### src/rtl/prio_encoder_q.sv
// Registered N-bit priority encoder with fixed-priority or round-robin arbitration.
// Each encoded result is queued in a DEPTH-entry FIFO behind EN/RDY handshakes.
module prio_encoder_q #(
    parameter int N     = 8,
    parameter int W     = 3,
    parameter int DEPTH = 2
) (
    input  logic         CLK,
    input  logic         RST,
    input  logic [N-1:0] enc_req,
    input  logic         mode,
    input  logic         EN_enc,
    output logic         RDY_enc,
    output logic [W-1:0] out_value,
    output logic [N-1:0] out_onehot,
    output logic         out_multi,
    output logic         RDY_out,
    input  logic         EN_out,
    output logic         err_ovf,
    output logic         err_zero
);

    localparam int CW = $clog2(DEPTH + 1);
    localparam int PW = (DEPTH > 1) ? $clog2(DEPTH) : 1;

    typedef struct packed {
        logic [W-1:0] idx;
        logic         multi;
    } entry_t;

    logic [CW-1:0] count;
    logic [PW-1:0] head;
    logic [PW-1:0] tail;
    logic [W-1:0]  ptr;
    entry_t        mem [DEPTH];
    entry_t        head_entry;

    logic [N-1:0]  rot_req;
    logic [W-1:0]  winner;
    logic          multi;
    logic          req_any;
    logic          push;
    logic          pop;

    function automatic logic [PW-1:0] wrap_inc(input logic [PW-1:0] p);
        return (p == PW'(DEPTH - 1)) ? '0 : p + PW'(1);
    endfunction

    // Bit k of rot_req is request line (ptr + k) mod N, so the lowest set bit is the RR winner.
    assign rot_req = N'({enc_req, enc_req} >> ptr);
    assign req_any = |enc_req;
    assign multi   = (enc_req & (enc_req - N'(1))) != '0;

    // NOTE: winner gets a default before the loops so no path leaves it unassigned (no latch).
    always_comb begin
        int pos;
        winner = '0;
        pos    = 0;
        if (!mode) begin
            for (int i = 0; i < N; i++) begin
                if (enc_req[i]) winner = W'(i);
            end
        end else begin
            for (int k = N - 1; k >= 0; k--) begin
                pos = int'(ptr) + k;
                if (pos >= N) pos = pos - N;
                if (rot_req[k]) winner = W'(pos);
            end
        end
    end

    assign RDY_enc = (count < CW'(DEPTH));
    assign RDY_out = (count != '0);
    assign push    = EN_enc && RDY_enc && req_any;
    assign pop     = EN_out && RDY_out;

    // NOTE: state registers use non-blocking assignments so every update sees pre-edge values.
    always_ff @(posedge CLK) begin
        if (RST) begin
            count    <= '0;
            head     <= '0;
            tail     <= '0;
            ptr      <= '0;
            err_ovf  <= 1'b0;
            err_zero <= 1'b0;
        end else begin
            if (push) tail <= wrap_inc(tail);
            if (pop)  head <= wrap_inc(head);
            case ({push, pop})
                2'b10:   count <= count + CW'(1);
                2'b01:   count <= count - CW'(1);
                default: count <= count;
            endcase
            if (push && mode) ptr <= (winner == W'(N - 1)) ? '0 : winner + W'(1);
            if (EN_enc && !RDY_enc) err_ovf <= 1'b1;
            if (EN_enc && RDY_enc && !req_any) err_zero <= 1'b1;
        end
    end

    // NOTE: storage is not reset; count alone decides which entries are valid.
    always_ff @(posedge CLK) begin
        if (push) mem[tail] <= '{idx: winner, multi: multi};
    end

    assign head_entry = mem[head];
    assign out_value  = RDY_out ? head_entry.idx : '0;
    assign out_multi  = RDY_out ? head_entry.multi : 1'b0;
    assign out_onehot = RDY_out ? (N'(1) << head_entry.idx) : '0;

endmodule
### config.mk
export PLATFORM = sky130hd
export DESIGN_NAME = prio_encoder_q
export DESIGN_NICKNAME = d
export VERILOG_FILES = /design/src/rtl/prio_encoder_q.sv
export SDC_FILE = /design/constraint.sdc
export NUM_CORES = 1
export LEC_CHECK = 0
export ABC_CLOCK_PERIOD_IN_PS = 5100
export CAP_MARGIN = 20
export CORE_MARGIN = 2
export CORE_UTILIZATION = 55
export DETAILED_ROUTE_END_ITERATION = 10
export HOLD_SLACK_MARGIN = 0.02
export PLACE_DENSITY = 0.88
export SYNTH_ARGS = -nofsm -noshare
export SYNTH_HDL_FRONTEND = slang
export SYNTH_SLANG_ARGS = --single-unit
### constraint.sdc
create_clock -name CLK -period 5.1 [get_ports CLK]
set_input_delay 0.765 -clock CLK [delete_from_list [all_inputs] [get_ports CLK]]
set_output_delay 0.765 -clock CLK [all_outputs]
set_load 0.01 [all_outputs]
* Word level (Yosys, flattened, before mapping)
Memory sizes are Yosys's and may differ from the RTL's. A register that Yosys moved wholly into a read port is not among the register bits.
Cells that the tools add are included.
** Storage, ports and cells
- Register bits :: 9
- Memory bits (writable) :: 8
- Input port bits :: 13
- Output and inout bits :: 16
- Word-level logic and storage cells :: 90
- Memories kept :: 1
** Memories
- mem :: words 2, bits a word 4, read ports 1, clocked after Yosys merged registers in 1, write ports 1, RTL line 35 : entry_t mem [DEPTH];
** Operators by class
- $add $sub $neg :: 21
- Magnitude comparators :: 9
- Eq/ne operators :: 3
- Shifts and indexed selects :: 2
- Muxes and demuxes :: 35
- Bitwise gates (word level) :: 1
- Reductions and logical operators :: 12
** Operators with widths (number)
- two-way mux 3 bit :: 25
- >= comparator 4 bit, second input constant :: 7
- subtractor 3 x 1 -> 3 bit, second input constant :: 8
- adder 3 x 3 -> 4 bit, second input constant :: 4
- right shift 16 x 3 -> 8 bit :: 1
- adder 3 x 2 -> 4 bit, second input constant :: 2
- bitwise AND 8 bit :: 1
- two-way mux 1 bit :: 8
- two-way mux 8 bit :: 1
- nonzero test 8 bit :: 1
- OR reduction 8 bit :: 1
- << shifter 1 x 3 -> 8 bit, first input constant :: 1
- subtractor 8 x 1 -> 8 bit, second input constant :: 1
- logical AND 1 bit :: 6
- adder 3 x 1 -> 4 bit, second input constant :: 1
- >= comparator 3 x 4 -> 1 bit, second input constant :: 1
- one-hot mux 2 bit (2 select lines) :: 1
- nonzero test 2 bit :: 2
- adder 3 x 1 -> 3 bit, second input constant :: 1
- == test 3 bit, second input constant :: 1
- adder 1 bit, second input constant :: 2
- adder 2 x 1 -> 2 bit, second input constant :: 1
- == test 2 x 1 -> 1 bit, second input constant :: 1
- == test 2 bit, second input constant :: 1
- other kinds (3) :: 4

* Longest topological paths before layout
- Depth in word-level cells :: 14
- Gate-level depth with buffers :: 12
- Depth with buffers taken out :: 10

* Least setup slack after synthesis
OpenSTA, ideal clock, no wires.
- Kind :: input port to flip-flop
- Start point :: input port enc_req[1]
- End point :: register ptr[2]
- Library setup time :: 0.088 ns
- Arrival time :: 3.021 ns
- Data required time :: 5.012 ns
- Slack :: 1.991 ns
- Stages on the path :: 11
- Buffers on the path :: 1
- Path through :: buf_2 > mux4_2 > mux2_4 > and2_4 > a211oi_1 > o21ai_0 > nand2_1 > and3_1 > ha_1 > a21bo_1 > a311oi_2
** On the way
- Cells in the longest elaborated chain, start to end :: 12
- Elaborated cells between the ends (all ways) :: 23
- Classes of those cells :: add/sub: 1; eq/ne: 1; shift: 1; mux: 17; reduce/logical: 3
** RTL lines
- from (decl) :: RTL line 10 : input logic [N-1:0] enc_req,
- right shift 16 x 3 -> 8 bit :: RTL line 50 : assign rot_req = N'({enc_req, enc_req} >> ptr);
- two-way mux 3 bit (8 in series) :: RTL line 67 : if (rot_req[k]) winner = W'(pos);
- two-way mux 3 bit (*) :: RTL line 59 : if (!mode) begin
- named net winner[0] :: RTL line 39 : logic [W-1:0] winner;
- adder 3 x 1 -> 3 bit / == test 3 bit (equally long branches) :: RTL line 94 : if (push && mode) ptr <= (winner == W'(N - 1)) ? '0 : winner + W'(1);
- two-way mux 3 bit (*) :: RTL line 94
- to (signal assigned) :: RTL line 94
- to (decl) :: RTL line 34 : logic [W-1:0] ptr;
The timed path passes the listed nets; every way through them passes the cells marked *.
A chain may end at the register's enable or synchronous reset.

* Final worst setup path
- Start point :: input port enc_req[6]
- End point :: register ptr[2]
The elaborated chain is that of the path after synthesis.

==> metrics.cfg <==
[run_status]
outcome=finished clean

[sta]
grt_setup_unrepaired=false
fin_crit_ns=3.60
fmax_mhz=277
finalClockSkew_ns=0.00214
hold_violations=0
post-route-period-util_pct=70.7
worst_slack_ns=1.50
worst-slew-pin-transition_ns=0.734
relSlewSlack_pct=51.0
setup_viol=0
slew_violations=0
tns_ns=0

[placed_design]
io_buffers=28
place.gp.congestion=0.994
placed_area_um2=2100
place_ws_ns=1.25
detailed_place_hpwl_um=3090

[min_path]
hp-start=err_zero
hold_depth=2
hold_path.class=flip-flop to flip-flop
holdPathEnd=err_zero

[yosys]
synth-main-ff-cell=dfxtp_1
synth.distinct_cells=60
synth_xor_area_share_pct=2.85
syn_inst=220
synth_compound_area_share_pct=20.6
synth_top_family_by_area=simple AND/OR/NAND/NOR gates
syn-num-nets=237
synth-simple-area-share_pct=21.3
yosys-mux-area-fraction_pct=20.0
synth.avg_cell_area_um2=8.38
yosysSeqAreaShare_pct=23.9
async_reset_ff_share_pct=0
synthAdderAreaFrac_pct=3.80
synth_edf_count=8
ys.warnings.count=0
yosys_register_bits=18
synth_area_um2=1840

[worst_setup_path]
cp_cell_sequence=clkdlybuf4s50_1 > mux4_1 > mux2_4 > and2_4 > a211oi_1 > o21ai_0 > nand2_1 > and3_1 > ha_1 > a21bo_1 > a311oi_2
worst_r2r_endpoint=ptr[2]
rr_startpoint=ptr[0]
cp.arrival_ns=3.80
critical_path_peak_fanout=13
critPathRequiredTime_ns=5.30
rrSetupSlack_ns=1.92
path_class=input pin to flip-flop
crit_slowest_cell=clkdlybuf4s50_1
start_kind=input pin
critPathMaxStageDelay_ns=0.61
end_kind=flip-flop
ff2ff_path_depth=10

[clock_network]
clk_pin_slew_worst_paths_ns=0.09
ctsHoldBuffers=0
cts.sinks=18
insertion_delay_ns=0.28
cts_made_buffers=3
cts_setup_buffers=0
cts-root-buf=clkbuf_4
clk_path_buf_depth=2
cts_tree=yes
htreeDepth=1
ctsResizeCount=0

[global_routing]
grt_pass1_vias=1432
grt_pass1_wl_um=6690
grt_max_degree=27
gr-total-overflow=0
track_usage_pct=23.3
antenna_found_initial=0

[route]
dr_total_vias=1663
wl_um=4090
drc=0
vias_per_cell=5.90
drtPass1Iterations=4
antenna_left=0
drtIter0Drc=55
detail_route.wl_per_cell_um=14.5

[finish]
final_cell_mix=nor2_1, clkdlybuf4s50_1, nand2_1
fill_cells=273
fin_area_um2=2130
final_layout_size_suffix_gt1_share_pct=11.0
final_common_cell=nor2_1
multiInputGateArea_um2=1260
seq_area_um2=440
nNetsFinal=254
fin_util_pct=64.8
antennaDiodeCount=0
area_growth_pct=15.5

[die]
rows=21
start_util_pct=56.1
die_y_um=61.9
die_area_um2=3830
ios=29
core_area_um2=3280
dieWidth_um=61.9

[pwr]
p_total_mw=0.845
power_density_nw_per_um2=397
ir_drop_uv=272
p_leak_nw=0.743

[job]
maxCapViolCount=0

[flip-flops by register name, summed over array words and instances (netlist names), named ones only]
register	count
mem	8
err_zero	1
ptr	3
tail	1
err_ovf	1
head	1
count	2
[synthesized netlist by cell type (all sizes together) (3+ instances only)]
master / instances / area share [%]
nor3: 4 / 1.1
o21ai: 13 / 3.5
mux2i: 13 / 7.7
mux2: 5 / 3.3
a211oi: 3 / 1.2
ha: 4 / 2.7
buf: 11 / 3.7
nor2b: 5 / 1.7
and2: 4 / 1.6
a31oi: 3 / 1.8
nor2: 37 / 7.5
xnor2: 4 / 1.9
dfxtp: 10 / 11
mux4: 7 / 9.0
a2111oi: 4 / 2.2
nand2: 20 / 4.1
clkbuf: 7 / 1.4
a21oi: 8 / 2.4
inv: 12 / 2.4
edfxtp: 8 / 13
[how the worst max path moves through the flow]
| stage | startpoint | end |
|---|---|---|
| 6_report | enc_req[6] | ptr[2] |
| 5_1_grt | enc_req[5] | ptr[2] |
| 4_1_cts | enc_req[6] | ptr[2] |
| 3_5_place_dp | enc_req[6] | ptr[2] |
| 3_3_place_gp | enc_req[5] | ptr[0] |
| 2_1_floorplan | enc_req[1] | ptr[2] |
[layout make-up]
cell class / count / area share (%)
inverters: 12 / 2.12
flip-flops and latches: 18 / 20.7
repair buffers: 30 / 13.9
well taps: 46 / 2.70
multi-input cells: 172 / 59.4
clock buffers: 4 / 1.23
[where the power goes]
part	leakage (nW)	switching, mW	total, mW	internal [mW]
Combinational	0.576	0.285	0.544	0.259
Clock	0.0150	0.0400	0.0704	0.0304
Sequential	0.152	0.0377	0.231	0.193
Total	0.743	0.363	0.845	0.482
[worst max-delay path: cells and delay by family]
family	cells	cell delay, ns
compound gates	4	0.88
simple gates	3	0.45
buf+inv	1	0.61
mux	2	0.91
fa+ha+maj	1	0.18
[layer usage]
| metal | track usage [%] | wire length, um | part of all wire [%] |
|---|---|---|---|
| met3 | 3.11 | 235 | 5.7 |
| met2 | 39.2 | 2010 | 49 |
| met5 | 0 | 0 | 0 |
| met4 | 3.95 | 49 | 1.2 |
| met1 | 32.6 | 1790 | 44 |
[through the flow]
step,hold slack (ns),cells
6_report,0.486,282
5_1_grt,0.540,282
4_1_cts,0.489,282
3_5_place_dp,0.458,278
3_3_place_gp,0.457,278
2_1_floorplan,0.481,220
[cells by family after synthesis]
| logic type | Yosys count |
|---|---|
| mux | 25 |
| buf+inv | 30 |
| xor+xnor | 6 |
| fa+ha+maj | 6 |
| compound gates | 51 |
| simple gates | 84 |
| flops | 18 |
(Power assumes the default switching activity.)
